**config.mk**
```make
export PLATFORM = sky130hd
export DESIGN_NAME = instruction_fetch_unit_flat
export DESIGN_NICKNAME = d
export VERILOG_FILES = /design/src/rtl/instruction_fetch_unit_pkg.sv /design/src/rtl/instruction_fetch_unit_if.sv /design/src/rtl/if_id_register.sv /design/src/rtl/instruction_fetch_unit.sv /design/src/flat_wrapper.sv
export SDC_FILE = /design/constraint.sdc
export NUM_CORES = 1
export LEC_CHECK = 0
export CORE_ASPECT_RATIO = 0.75
export CORE_UTILIZATION = 45
export DETAILED_ROUTE_END_ITERATION = 8
export PLACE_DENSITY = 0.76
export SETUP_SLACK_MARGIN = 0.02
export SLEW_MARGIN = 20
export SYNTH_ARGS = -nofsm -noshare
export SYNTH_HDL_FRONTEND = slang
export SYNTH_SLANG_ARGS = --single-unit
```
**constraint.sdc**
```tcl
create_clock -name clk -period 6.1 [get_ports clk]
set_clock_uncertainty 0.2 [all_clocks]
set_input_delay 1.83 -clock clk [delete_from_list [all_inputs] [get_ports clk]]
set_output_delay 1.83 -clock clk [all_outputs]
set_load 0.05 [all_outputs]
```
**src/rtl/instruction_fetch_unit_pkg.sv**
```systemverilog
// Shared pipeline definitions: fetch FSM states, NOP encoding, PC step and
// word-alignment helper used by the fetch stage and the stage registers.
package instruction_fetch_unit_pkg;

    typedef enum logic [1:0] {
        IDLE = 2'd0,
        REQ  = 2'd1,
        HOLD = 2'd2
    } fetch_state_t;

    localparam logic [31:0] NOP_INSTR = 32'h0000_0000;
    localparam logic [31:0] PC_INC    = 32'd4;

    function automatic logic [31:0] word_align(input logic [31:0] addr);
        return addr & ~32'h0000_0003;
    endfunction

endpackage

```
**src/rtl/instruction_fetch_unit_if.sv**
```systemverilog
// Fetch-stage bus: instruction memory handshake, hazard/branch controls from
// later stages, and the IF/ID register contents presented to decode.
interface instruction_fetch_unit_if;

    logic [31:0] imem_addr;
    logic        imem_req;
    logic [31:0] imem_rdata;
    logic        imem_ack;
    logic        stall;
    logic        branch_taken;
    logic [31:0] branch_target;
    logic [31:0] IF_ID_instr;
    logic [31:0] IF_ID_pc4;
    logic        IF_ID_valid;
    logic        fetch_busy;

    modport master (
        output imem_addr, imem_req, IF_ID_instr, IF_ID_pc4, IF_ID_valid, fetch_busy,
        input  imem_rdata, imem_ack, stall, branch_taken, branch_target
    );

    modport slave (
        input  imem_addr, imem_req, IF_ID_instr, IF_ID_pc4, IF_ID_valid, fetch_busy,
        output imem_rdata, imem_ack, stall, branch_taken, branch_target
    );

endinterface

```
**src/rtl/if_id_register.sv**
```systemverilog
// Pipeline stage register carrying instruction, pc+4 and valid. Flush forces
// a NOP bubble and wins over load; with neither asserted the contents hold.
module if_id_register
    import instruction_fetch_unit_pkg::*;
(
    input  logic        clk,
    input  logic        reset,
    input  logic        i_load,
    input  logic        i_flush,
    input  logic [31:0] i_instr,
    input  logic [31:0] i_pc4,
    output logic [31:0] o_instr,
    output logic [31:0] o_pc4,
    output logic        o_valid
);

    logic [31:0] r_instr;
    logic [31:0] r_pc4;
    logic        r_valid;

    always_ff @(posedge clk) begin
        if (reset || i_flush) begin
            r_instr <= NOP_INSTR;
            r_pc4   <= 32'd0;
            r_valid <= 1'b0;
        end else if (i_load) begin
            r_instr <= i_instr;
            r_pc4   <= i_pc4;
            r_valid <= 1'b1;
        end
    end

    assign o_instr = r_instr;
    assign o_pc4   = r_pc4;
    assign o_valid = r_valid;

endmodule

```
**src/rtl/instruction_fetch_unit.sv**
```systemverilog
// Fetch stage: owns the PC, runs the IDLE/REQ/HOLD request FSM, parks a word
// fetched during a stall in a one-entry buffer, and redirects on branches.
module instruction_fetch_unit
    import instruction_fetch_unit_pkg::*;
#(
    parameter logic [31:0] RESET_PC = 32'h0000_0000
) (
    input  logic                      clk,
    input  logic                      reset,
    instruction_fetch_unit_if.master  bus
);

    fetch_state_t r_state;
    logic [31:0]  r_pc;
    logic [31:0]  r_hold_instr;
    logic         r_hold_valid;

    logic         w_req;
    logic         w_ack;
    logic [31:0]  w_pc_inc;
    logic         w_load_mem;
    logic         w_load_hold;
    logic         w_flush;
    logic [31:0]  w_load_instr;
    logic [31:0]  w_load_pc4;

    assign w_req    = (r_state == REQ);
    assign w_ack    = w_req & bus.imem_ack;
    assign w_pc_inc = r_pc + PC_INC;

    assign w_load_mem  = w_ack & ~bus.stall;
    assign w_load_hold = (r_state == HOLD) & r_hold_valid & ~bus.stall;

    // Bubble whenever decode is free to advance but no word arrives this edge.
    assign w_flush = bus.branch_taken
                   | ((r_state == IDLE) & ~bus.stall)
                   | (w_req & ~bus.imem_ack & ~bus.stall);

    // The PC already advanced when the buffered word was captured, so it is pc+4.
    assign w_load_instr = w_load_hold ? r_hold_instr : bus.imem_rdata;
    assign w_load_pc4   = w_load_hold ? r_pc         : w_pc_inc;

    always_ff @(posedge clk) begin
        if (reset) begin
            r_state      <= IDLE;
            r_pc         <= word_align(RESET_PC);
            r_hold_instr <= NOP_INSTR;
            r_hold_valid <= 1'b0;
        end else if (bus.branch_taken) begin
            r_state      <= IDLE;
            r_pc         <= word_align(bus.branch_target);
            r_hold_valid <= 1'b0;
        end else begin
            case (r_state)
                IDLE: r_state <= REQ;
                REQ: begin
                    if (w_ack) begin
                        r_pc <= w_pc_inc;
                        if (bus.stall) begin
                            r_hold_instr <= bus.imem_rdata;
                            r_hold_valid <= 1'b1;
                            r_state      <= HOLD;
                        end
                    end
                end
                HOLD: begin
                    if (!bus.stall) begin
                        r_hold_valid <= 1'b0;
                        r_state      <= REQ;
                    end
                end
                default: r_state <= IDLE;
            endcase
        end
    end

    assign bus.imem_addr  = r_pc;
    assign bus.imem_req   = w_req;
    assign bus.fetch_busy = w_req & ~bus.imem_ack;

    if_id_register u_if_id (
        .clk     (clk),
        .reset   (reset),
        .i_load  (w_load_mem | w_load_hold),
        .i_flush (w_flush),
        .i_instr (w_load_instr),
        .i_pc4   (w_load_pc4),
        .o_instr (bus.IF_ID_instr),
        .o_pc4   (bus.IF_ID_pc4),
        .o_valid (bus.IF_ID_valid)
    );

endmodule

```
**src/flat_wrapper.sv**
```systemverilog
// flat-port wrapper written by rule: the top's interface ports become plain ports
module instruction_fetch_unit_flat import instruction_fetch_unit_pkg::*;
#(
    parameter logic [31:0] RESET_PC = 32'h0000_0000
)
  (clk, reset, bus_imem_addr, bus_imem_req, bus_IF_ID_instr, bus_IF_ID_pc4, bus_IF_ID_valid, bus_fetch_busy, bus_imem_rdata, bus_imem_ack, bus_stall, bus_branch_taken, bus_branch_target);
  instruction_fetch_unit_if bus_i ();
  input  logic clk;
  input  logic reset;
  output wire logic [$bits(bus_i.imem_addr)-1:0] bus_imem_addr;
  output wire logic [$bits(bus_i.imem_req)-1:0] bus_imem_req;
  output wire logic [$bits(bus_i.IF_ID_instr)-1:0] bus_IF_ID_instr;
  output wire logic [$bits(bus_i.IF_ID_pc4)-1:0] bus_IF_ID_pc4;
  output wire logic [$bits(bus_i.IF_ID_valid)-1:0] bus_IF_ID_valid;
  output wire logic [$bits(bus_i.fetch_busy)-1:0] bus_fetch_busy;
  input wire logic [$bits(bus_i.imem_rdata)-1:0] bus_imem_rdata;
  input wire logic [$bits(bus_i.imem_ack)-1:0] bus_imem_ack;
  input wire logic [$bits(bus_i.stall)-1:0] bus_stall;
  input wire logic [$bits(bus_i.branch_taken)-1:0] bus_branch_taken;
  input wire logic [$bits(bus_i.branch_target)-1:0] bus_branch_target;
  assign bus_imem_addr = bus_i.imem_addr;
  assign bus_imem_req = bus_i.imem_req;
  assign bus_IF_ID_instr = bus_i.IF_ID_instr;
  assign bus_IF_ID_pc4 = bus_i.IF_ID_pc4;
  assign bus_IF_ID_valid = bus_i.IF_ID_valid;
  assign bus_fetch_busy = bus_i.fetch_busy;
  assign bus_i.imem_rdata = bus_imem_rdata;
  assign bus_i.imem_ack = bus_imem_ack;
  assign bus_i.stall = bus_stall;
  assign bus_i.branch_taken = bus_branch_taken;
  assign bus_i.branch_target = bus_branch_target;
  instruction_fetch_unit #(.RESET_PC(RESET_PC)) u_core (.clk(clk), .reset(reset), .bus(bus_i));
endmodule
```
# After elaboration in Yosys (flattened, before gate mapping)
# Cells that the tools add are included.
# totals
inputBits	69
elab_cells	51
output_inout_bits	99
register_bits	132
# classes
muxes	13
n_bitwise	13
add_sub_neg	1
n_reduce_logical	11
n_eq_ne	5
# op_table
operator	n
two-way mux 32 bit	5
adder 32 x 3 -> 32 bit, second input constant	1
AND reduction 4 bit	2
bitwise AND 1 bit	7
two-way mux 2 bit	3
inequality test 2 bit, second input constant	3
one-hot mux 2 bit (3 select lines)	1
nonzero test 2 bit	3
AND reduction 2 bit	2
two-way mux 1 bit	3
NOT 1 bit	3
OR 1 bit	3
AND reduction 3 bit	1
equality test 2 x 1 -> 1 bit, second input constant	1
equality test 2 bit, second input constant	1
zero test 2 bit	1
one-hot mux 1 bit (2 select lines)	1
OR reduction 2 bit	1
logical OR 1 bit	1

# Longest topological paths before layout
# Gate-level depths: netlist (run 1).
# logic_depth
word_depth	5
depth_mapped	8
ltp_nobuf	6

# Modules after synthesis
# A second synthesis (run 1) with hierarchy kept.
# unflattened
cells_unflattened	697
area_unflattened_um2	6192.2
# modules_own_cells
mod	area_per_inst_um2	cells_per_inst	instances
instruction_fetch_unit	3852.4	487	1
if_id_register	2339.7	210	1

# Least setup slack after synthesis (run 1)
# OpenSTA, ideal clock, no wires.
# synth_path
path_type	input port to output port
from	in bus_imem_ack
to	out bus_fetch_busy
path_stages	1
slack_ns	1.551
n_path_buf	0
t_arrival_ns	2.519
cell_sequence	nor2b_1
# synth_between
elab_chain_cells	2
# synth_lines
item	line	source
start, declared	flat_wrapper.sv:17	input wire logic [$bits(bus_i.imem_ack)-1:0] bus_imem_ack;
NOT 1 bit	instruction_fetch_unit.sv:79	assign bus.fetch_busy = w_req & ~bus.imem_ack;
bitwise AND 1 bit	instruction_fetch_unit.sv:79	
end, declared	flat_wrapper.sv:15	output wire logic [$bits(bus_i.fetch_busy)-1:0] bus_fetch_busy;
# No other way between the ends.

# Worst setup path after layout (run 1)
# Same ends and word-level chain as after synthesis.

==> impl_metrics.toml, run 1 <==
[status]
status = "finished clean"

[hold_path]
hp-class = "reg -> reg"

[power_and_ir_drop]
pwr-share-seq = 0.406
internal_power_mw = 1.64
p_comb_frac = 0.105
ir_drop_v = 0.000196
power_switching_mw = 0.549
switching_share = 0.251
power_per_cell_area_nw_per_um2 = 269
leakage_nw = 2.65
p_clk_frac = 0.488

[setup_path]
cp_top_family = "buffers and inverters"
critPathKind = "in -> out"
cp_cell_sequence = "clkdlybuf4s50_1, nor2b_1, clkdlybuf4s50_1"
startpoint = "bus_imem_ack"
regToRegSetupSlack_ps = 3080
crit_path_end = "bus_fetch_busy"
r2r_start = "u_core.bus.imem_addr[2]$_SDFFE_PP0P_"
cp_data_arrival_time_ps = 3290
worstRegToRegCells = 6
worst-path-stages = 3
slowest_stage = "clkdlybuf4s50_1"
critPathMaxStageDelay_ps = 810
cp_max_fo = 5
r2r_end = "u_core.bus.imem_addr[24]$_SDFFE_PP0P_"
cp-start-kind = "input port"
crit_buf_inv = 2
worstPathRequired_ps = 4070
cp-end-kind = "output port"
crit_top_cell = "clkdlybuf4s50_1"

[drt]
drt-total-wl_mm = 18.6
antenna_left = 0
firstDrtPassIters = 7
vias_per_cell = 5.89
wl_per_cell_um = 18.0
remaining_drc_errors = 0
drt_iter0_markers = 523
vias = 6089

[global_route]
grt-ovfl-total = 0
grt_pass1_vias = 5748
antenna_found_initial = 0
grt_max_degree = 65
gr-usage-all-layers = 0.277
grt_pass1_wl_mm = 29.4

[logic_synthesis]
async_flop_share = 0
ys_dominant_reg_cell = "dfxtp_1"
ys_types = 55
ys_seq_area_frac = 0.436
syn_area_per_cell_sq_um = 8.08
synth-edff-count = 0
netlist_area_sq_um = 5880
yosys_warnings = 0
synthCells = 728
synth_seq_cells = 128

[sta]
fmax_mhz = 188
hold_viol = 0
setup_viol = 0
fin_crit_sh = 0.872
setup_tns_ps = 0
slew_headroom = 0.446
tightest_slew_ps = 828
drv_slew = 0
min_period_ps = 5320
rsz0062_at_grt = "false"

[finish]
syn_to_final_growth_pct = 38.3
layout_common_cells = "clkdlybuf4s50_1 (160), dfxtp_1 (128), nand2_1 (121), a21oi_1 (78), nor2_1 (56)"
layout_commonest_cell = "clkdlybuf4s50_1"
final_cells = 1033
fillers = 1025
nNetsFinal = 924
layout-drive-gt1-share = 0.0692
num_antenna_cells = 0

[clock_tree]
htreeDepth = 4
clk_path_buf_depth = 2
cts.sinks = 128
path_clk_slew_ps = 60
hold_buffers = 0
insertion_delay_ps = 410
cts_setup_buffers = 0
cts_made_buffers = 17
cts-root-buf = "clkbuf_16"
cts_tree = "done"
ctsResizeCount = 0

[place]
dp.cells = 1001
dp_hpwl_mm = 12.0
numPortBuffers = 161
gp_congestion = 0.861

[die]
row_count = 35
core-area_sq_um = 12500
die_y_um = 101
io_pins = 168
dieArea_sq_um = 13500
start_util = 0.470
die-width_um = 134

[job]
max_cap_violations = 0
## cell type report
type / count / area, sq um / share of cell area
timing repair buffer: 174 / 1700 / 0.209
multi-input combinational: 528 / 3030 / 0.372
tap: 166 / 208 / 0.0255
clock buffer: 21 / 450 / 0.0554
clock inverter: 11 / 163 / 0.0200
sequential: 128 / 2560 / 0.315
inverter: 5 / 18.8 / 0.00231
## power by group through the flow
| stage | logic (mW) | clock network, mW | registers [mW] |
|---|---|---|---|
| floorplan | 0.0901 | 0 | 0.943 |
| global placement | 0.225 | 0 | 0.904 |
| detailed placement | 0.228 | 0 | 0.905 |
| CTS | 0.229 | 1.07 | 0.888 |
| global route | 0.243 | 1.12 | 0.892 |
| finish | 0.231 | 1.07 | 0.889 |
## synth_stat cells, types with 2 or more instances
cell / count / area [sq um]
a211oi_1: 17 / 128
nand3b_1: 3 / 22.5
nor2b_1: 4 / 25.0
nor3_1: 32 / 160
a31oi_1: 4 / 25.0
buf_1: 5 / 18.8
a21oi_1: 78 / 390
a221oi_1: 6 / 52.6
nand2b_1: 3 / 18.8
dfxtp_1: 128 / 2560
and3_1: 5 / 31.3
nand3_1: 16 / 80.1
nor3_2: 4 / 40.0
buf_2: 5 / 25.0
nand4_1: 12 / 75.1
nor2_1: 58 / 218
nor4_1: 10 / 62.6
o21ai_0: 15 / 75.1
xnor2_1: 20 / 175
xor2_1: 15 / 131
a22oi_1: 39 / 293
or3_1: 4 / 25.0
buf_4: 4 / 30.0
nand2_1: 122 / 458
a222oi_1: 2 / 20.0
o311ai_0: 2 / 17.5
and4_1: 4 / 35.0
a311oi_1: 2 / 17.5
o22ai_1: 21 / 131
clkbuf_1: 53 / 199
nor4_4: 4 / 85.1
a21o_1: 3 / 22.5
buf_6: 2 / 22.5
inv_1: 5 / 18.8
## how the worst min path moves through the flow
stage,start,slack (ps),depth (start not counted),end
4_1_cts,u_core.u_if_id.o_instr[31]$_SDFFE_PP0P_,260,2,u_core.u_if_id.o_instr[31]$_SDFFE_PP0P_
3_5_place_dp,u_core.u_if_id.o_instr[31]$_SDFFE_PP0P_,250,2,u_core.u_if_id.o_instr[31]$_SDFFE_PP0P_
3_3_place_gp,u_core.u_if_id.o_instr[31]$_SDFFE_PP0P_,240,2,u_core.u_if_id.o_instr[31]$_SDFFE_PP0P_
6_report,u_core.r_hold_instr[12]$_SDFFE_PP0P_,250,2,u_core.r_hold_instr[12]$_SDFFE_PP0P_
5_1_grt,u_core.r_hold_instr[24]$_SDFFE_PP0P_,270,2,u_core.r_hold_instr[24]$_SDFFE_PP0P_
2_1_floorplan,u_core.r_hold_instr[14]$_SDFFE_PP0P_,240,2,u_core.r_hold_instr[14]$_SDFFE_PP0P_
## layer usage
layer	track usage	routed length, um	vias to the layer above
li1	-	-	2849
met1	0.365	8180	2881
met2	0.438	8600	326
met3	0.0749	1550	33
met4	0.0883	286	0
met5	0	0	-
## tightest hold or removal path, cell delays in order, from the launching register on
cell and delay, ps:
dfxtp_1 310, nand2_1 50, a21oi_1 50
## logic make-up (layout without fill, tap and decap cells)
logic type | Yosys count | after routing | synth area share
compound gates | 197 | 197 | 0.212
xor+xnor | 35 | 35 | 0.0521
fa+ha+maj | 1 | 1 | 0.00213
buf+inv | 75 | 211 | 0.0543
flops | 128 | 128 | 0.436
mux | 1 | 1 | 0.00170
other cells | 1 | 4 | 0.000638
simple gates | 290 | 290 | 0.241
## state kept, by name, indices dropped and copies added, names as in the netlist
name,count
u_core.bus.imem_addr,30
u_core.r_hold_instr,32
u_core.r_hold_valid,1
u_core.r_state,2
u_core.u_if_id.o_instr,32
u_core.u_if_id.o_pc4,30
u_core.u_if_id.o_valid,1
## stage by stage
step	instance area, sq um	setup WS [ps]	power [mW]	util	hold slack, ps
6_report	8140	783	2.19	0.650	254
5_1_grt	8140	723	2.26	0.650	274
4_1_cts	8140	777	2.19	0.650	256
3_5_place_dp	7520	772	1.13	0.601	248
3_3_place_gp	7520	801	1.13	0.601	240
2_1_floorplan	5890	1550	1.03	-	236
Note: power is estimated with default switching activity, not from simulation.
==> run 2, diff against run 1 <==
--- a/config.mk
+++ b/config.mk
@@ -6,9 +6,9 @@
 export NUM_CORES = 1
 export LEC_CHECK = 0
 export CORE_ASPECT_RATIO = 0.75
-export CORE_UTILIZATION = 45
+export CORE_MARGIN = 2
+export CORE_UTILIZATION = 35
 export DETAILED_ROUTE_END_ITERATION = 8
-export PLACE_DENSITY = 0.76
 export SETUP_SLACK_MARGIN = 0.02
 export SLEW_MARGIN = 20
 export SYNTH_ARGS = -nofsm -noshare
==> run 2 against run 1 <==
- cell count is 4.7% higher
- final area is 1.4% higher
- first-iteration DRC count is 30% lower
- maximum frequency is 0.36% lower
- clock power is 8% higher
- clock-buffer cell count is 4 lower
- sequential power hardly changed
- die area is 32% higher
==> impl_metrics.toml, run 2 (synthesized netlist as in run 1, its figures left out) <==
[drt]
wl_per_cell_um = 17.3
drt-total-wl_mm = 18.8
vias_per_cell = 5.36
remaining_drc_errors = 0
vias = 5796
antenna_left = 0
drt_iter0_markers = 366
firstDrtPassIters = 5

[setup_path]
critPathKind = "in -> out"
cp_data_arrival_time_ps = 3310
cp-start-kind = "input port"
cp-end-kind = "output port"
worstRegToRegCells = 6
worstPathRequired_ps = 4070
cp_max_fo = 5

[clock_tree]
insertion_delay_ps = 420
htreeDepth = 4
cts_setup_buffers = 0
cts-root-buf = "clkbuf_16"
hold_buffers = 0
cts.sinks = 128
ctsResizeCount = 0
cts_made_buffers = 17
cts_tree = "done"
clk_path_buf_depth = 2
path_clk_slew_ps = 60

[finish]
layout_commonest_cell = "clkdlybuf4s50_1"
num_antenna_cells = 0
layout_common_cells = "clkdlybuf4s50_1 (160), dfxtp_1 (128), nand2_1 (121), a21oi_1 (78), nor2_1 (56)"
nNetsFinal = 924
fin_util = 0.496
syn_to_final_growth_pct = 40.3
layout-drive-gt1-share = 0.0727

[status]
status = "finished clean"

[sta]
tightest_slew_ps = 1070
rsz0062_at_grt = "false"
drv_slew = 0
fin_crit_sh = 0.875
hold_viol = 0
setup_tns_ps = 0
slew_headroom = 0.287
min_period_ps = 5340
layout_setup_ws_ps = 764
fmax_mhz = 187
setup_viol = 0

[global_route]
grt_max_degree = 65
met3_usage = 0.0571
gr-usage-met1 = 0.305
antenna_found_initial = 0
grtUsageMet2 = 0.307
grt_pass1_wl_mm = 29.7
top_usage_layer = "met2"
gr-usage-all-layers = 0.211
grt-ovfl-total = 0
grt_pass1_vias = 5345

[die]
io_pins = 168
die-width_um = 154
row_count = 41
core-area_sq_um = 16600
start_util = 0.354
die_y_um = 116
dieArea_sq_um = 17900

[job]
max_cap_violations = 0

[power_and_ir_drop]
power_per_cell_area_nw_per_um2 = 276
switching_share = 0.248
p_comb_frac = 0.101
p_clk_frac = 0.509
pwr-share-seq = 0.390
power_switching_mw = 0.565
ir_drop_v = 0.000149
leakage_nw = 2.68
internal_power_mw = 1.71
finalPower_mw = 2.28

[place]
numPortBuffers = 161
dp_hpwl_mm = 11.8
preCtsSetupSlack_ps = 761
gp_congestion = 0.801

[hold_path]
hp-class = "reg -> reg"
whs_path_depth = 2
run 2: cell count changes in the layout (fill, tap and decap cells not counted), sizes merged:
cell,delta
bufinv,+2
clkbuf,-4
clkinv,+2
clkinvlp,-2
inv,+2
run 2: through the flow:
step | instances | hold slack [ps] | cell area [sq um]
global route | 1082 | 267 | 8250
finish | 1082 | 252 | 8250
floorplan | 731 | 236 | 5890
global placement | 1050 | 243 | 7580
CTS | 1082 | 256 | 8250
detailed placement | 1050 | 248 | 7580
run 2: final timing paths:
check                                                  to  slack [ps]                               startpoint
setup reg to reg    u_core.bus.imem_addr[24]$_SDFFE_PP0P_        3080     u_core.bus.imem_addr[2]$_SDFFE_PP0P_
hold / removal    u_core.u_if_id.o_instr[27]$_SDFFE_PP0P_         250  u_core.u_if_id.o_instr[27]$_SDFFE_PP0P_
setup / recovery                           bus_fetch_busy         760                             bus_imem_ack
hold reg to reg   u_core.u_if_id.o_instr[27]$_SDFFE_PP0P_         250  u_core.u_if_id.o_instr[27]$_SDFFE_PP0P_
run 2: power by group through the flow:
stage	Combinational [mW]	Sequential (mW)	Clock [mW]
5_1_grt	0.244	0.892	1.22
2_1_floorplan	0.0901	0.943	0
6_report	0.229	0.888	1.16
3_5_place_dp	0.230	0.906	0
3_3_place_gp	0.230	0.906	0
4_1_cts	0.231	0.888	1.18
run 2: metal layers:
metal / share of wire / wire (um)
met4: 0.0044 / 82
met3: 0.077 / 1450
met5: 0 / 0
met2: 0.42 / 7890
met1: 0.50 / 9330
run 2: cell type report:
| cell class | instances | area, sq um |
|---|---|---|
| fill | 1649 | 8370 |
| multi-input combinational | 528 | 3030 |
| sequential | 128 | 2560 |
| timing repair buffer | 174 | 1700 |
| clock buffer | 17 | 425 |
| tap | 215 | 269 |
| clock inverter | 15 | 239 |
| inverter | 5 | 18.8 |
run 2: worst max-delay path, cell delays in order:
cell	delay, ps
clkdlybuf4s50_1	510
nor2b_1	150
clkdlybuf4s50_1	820
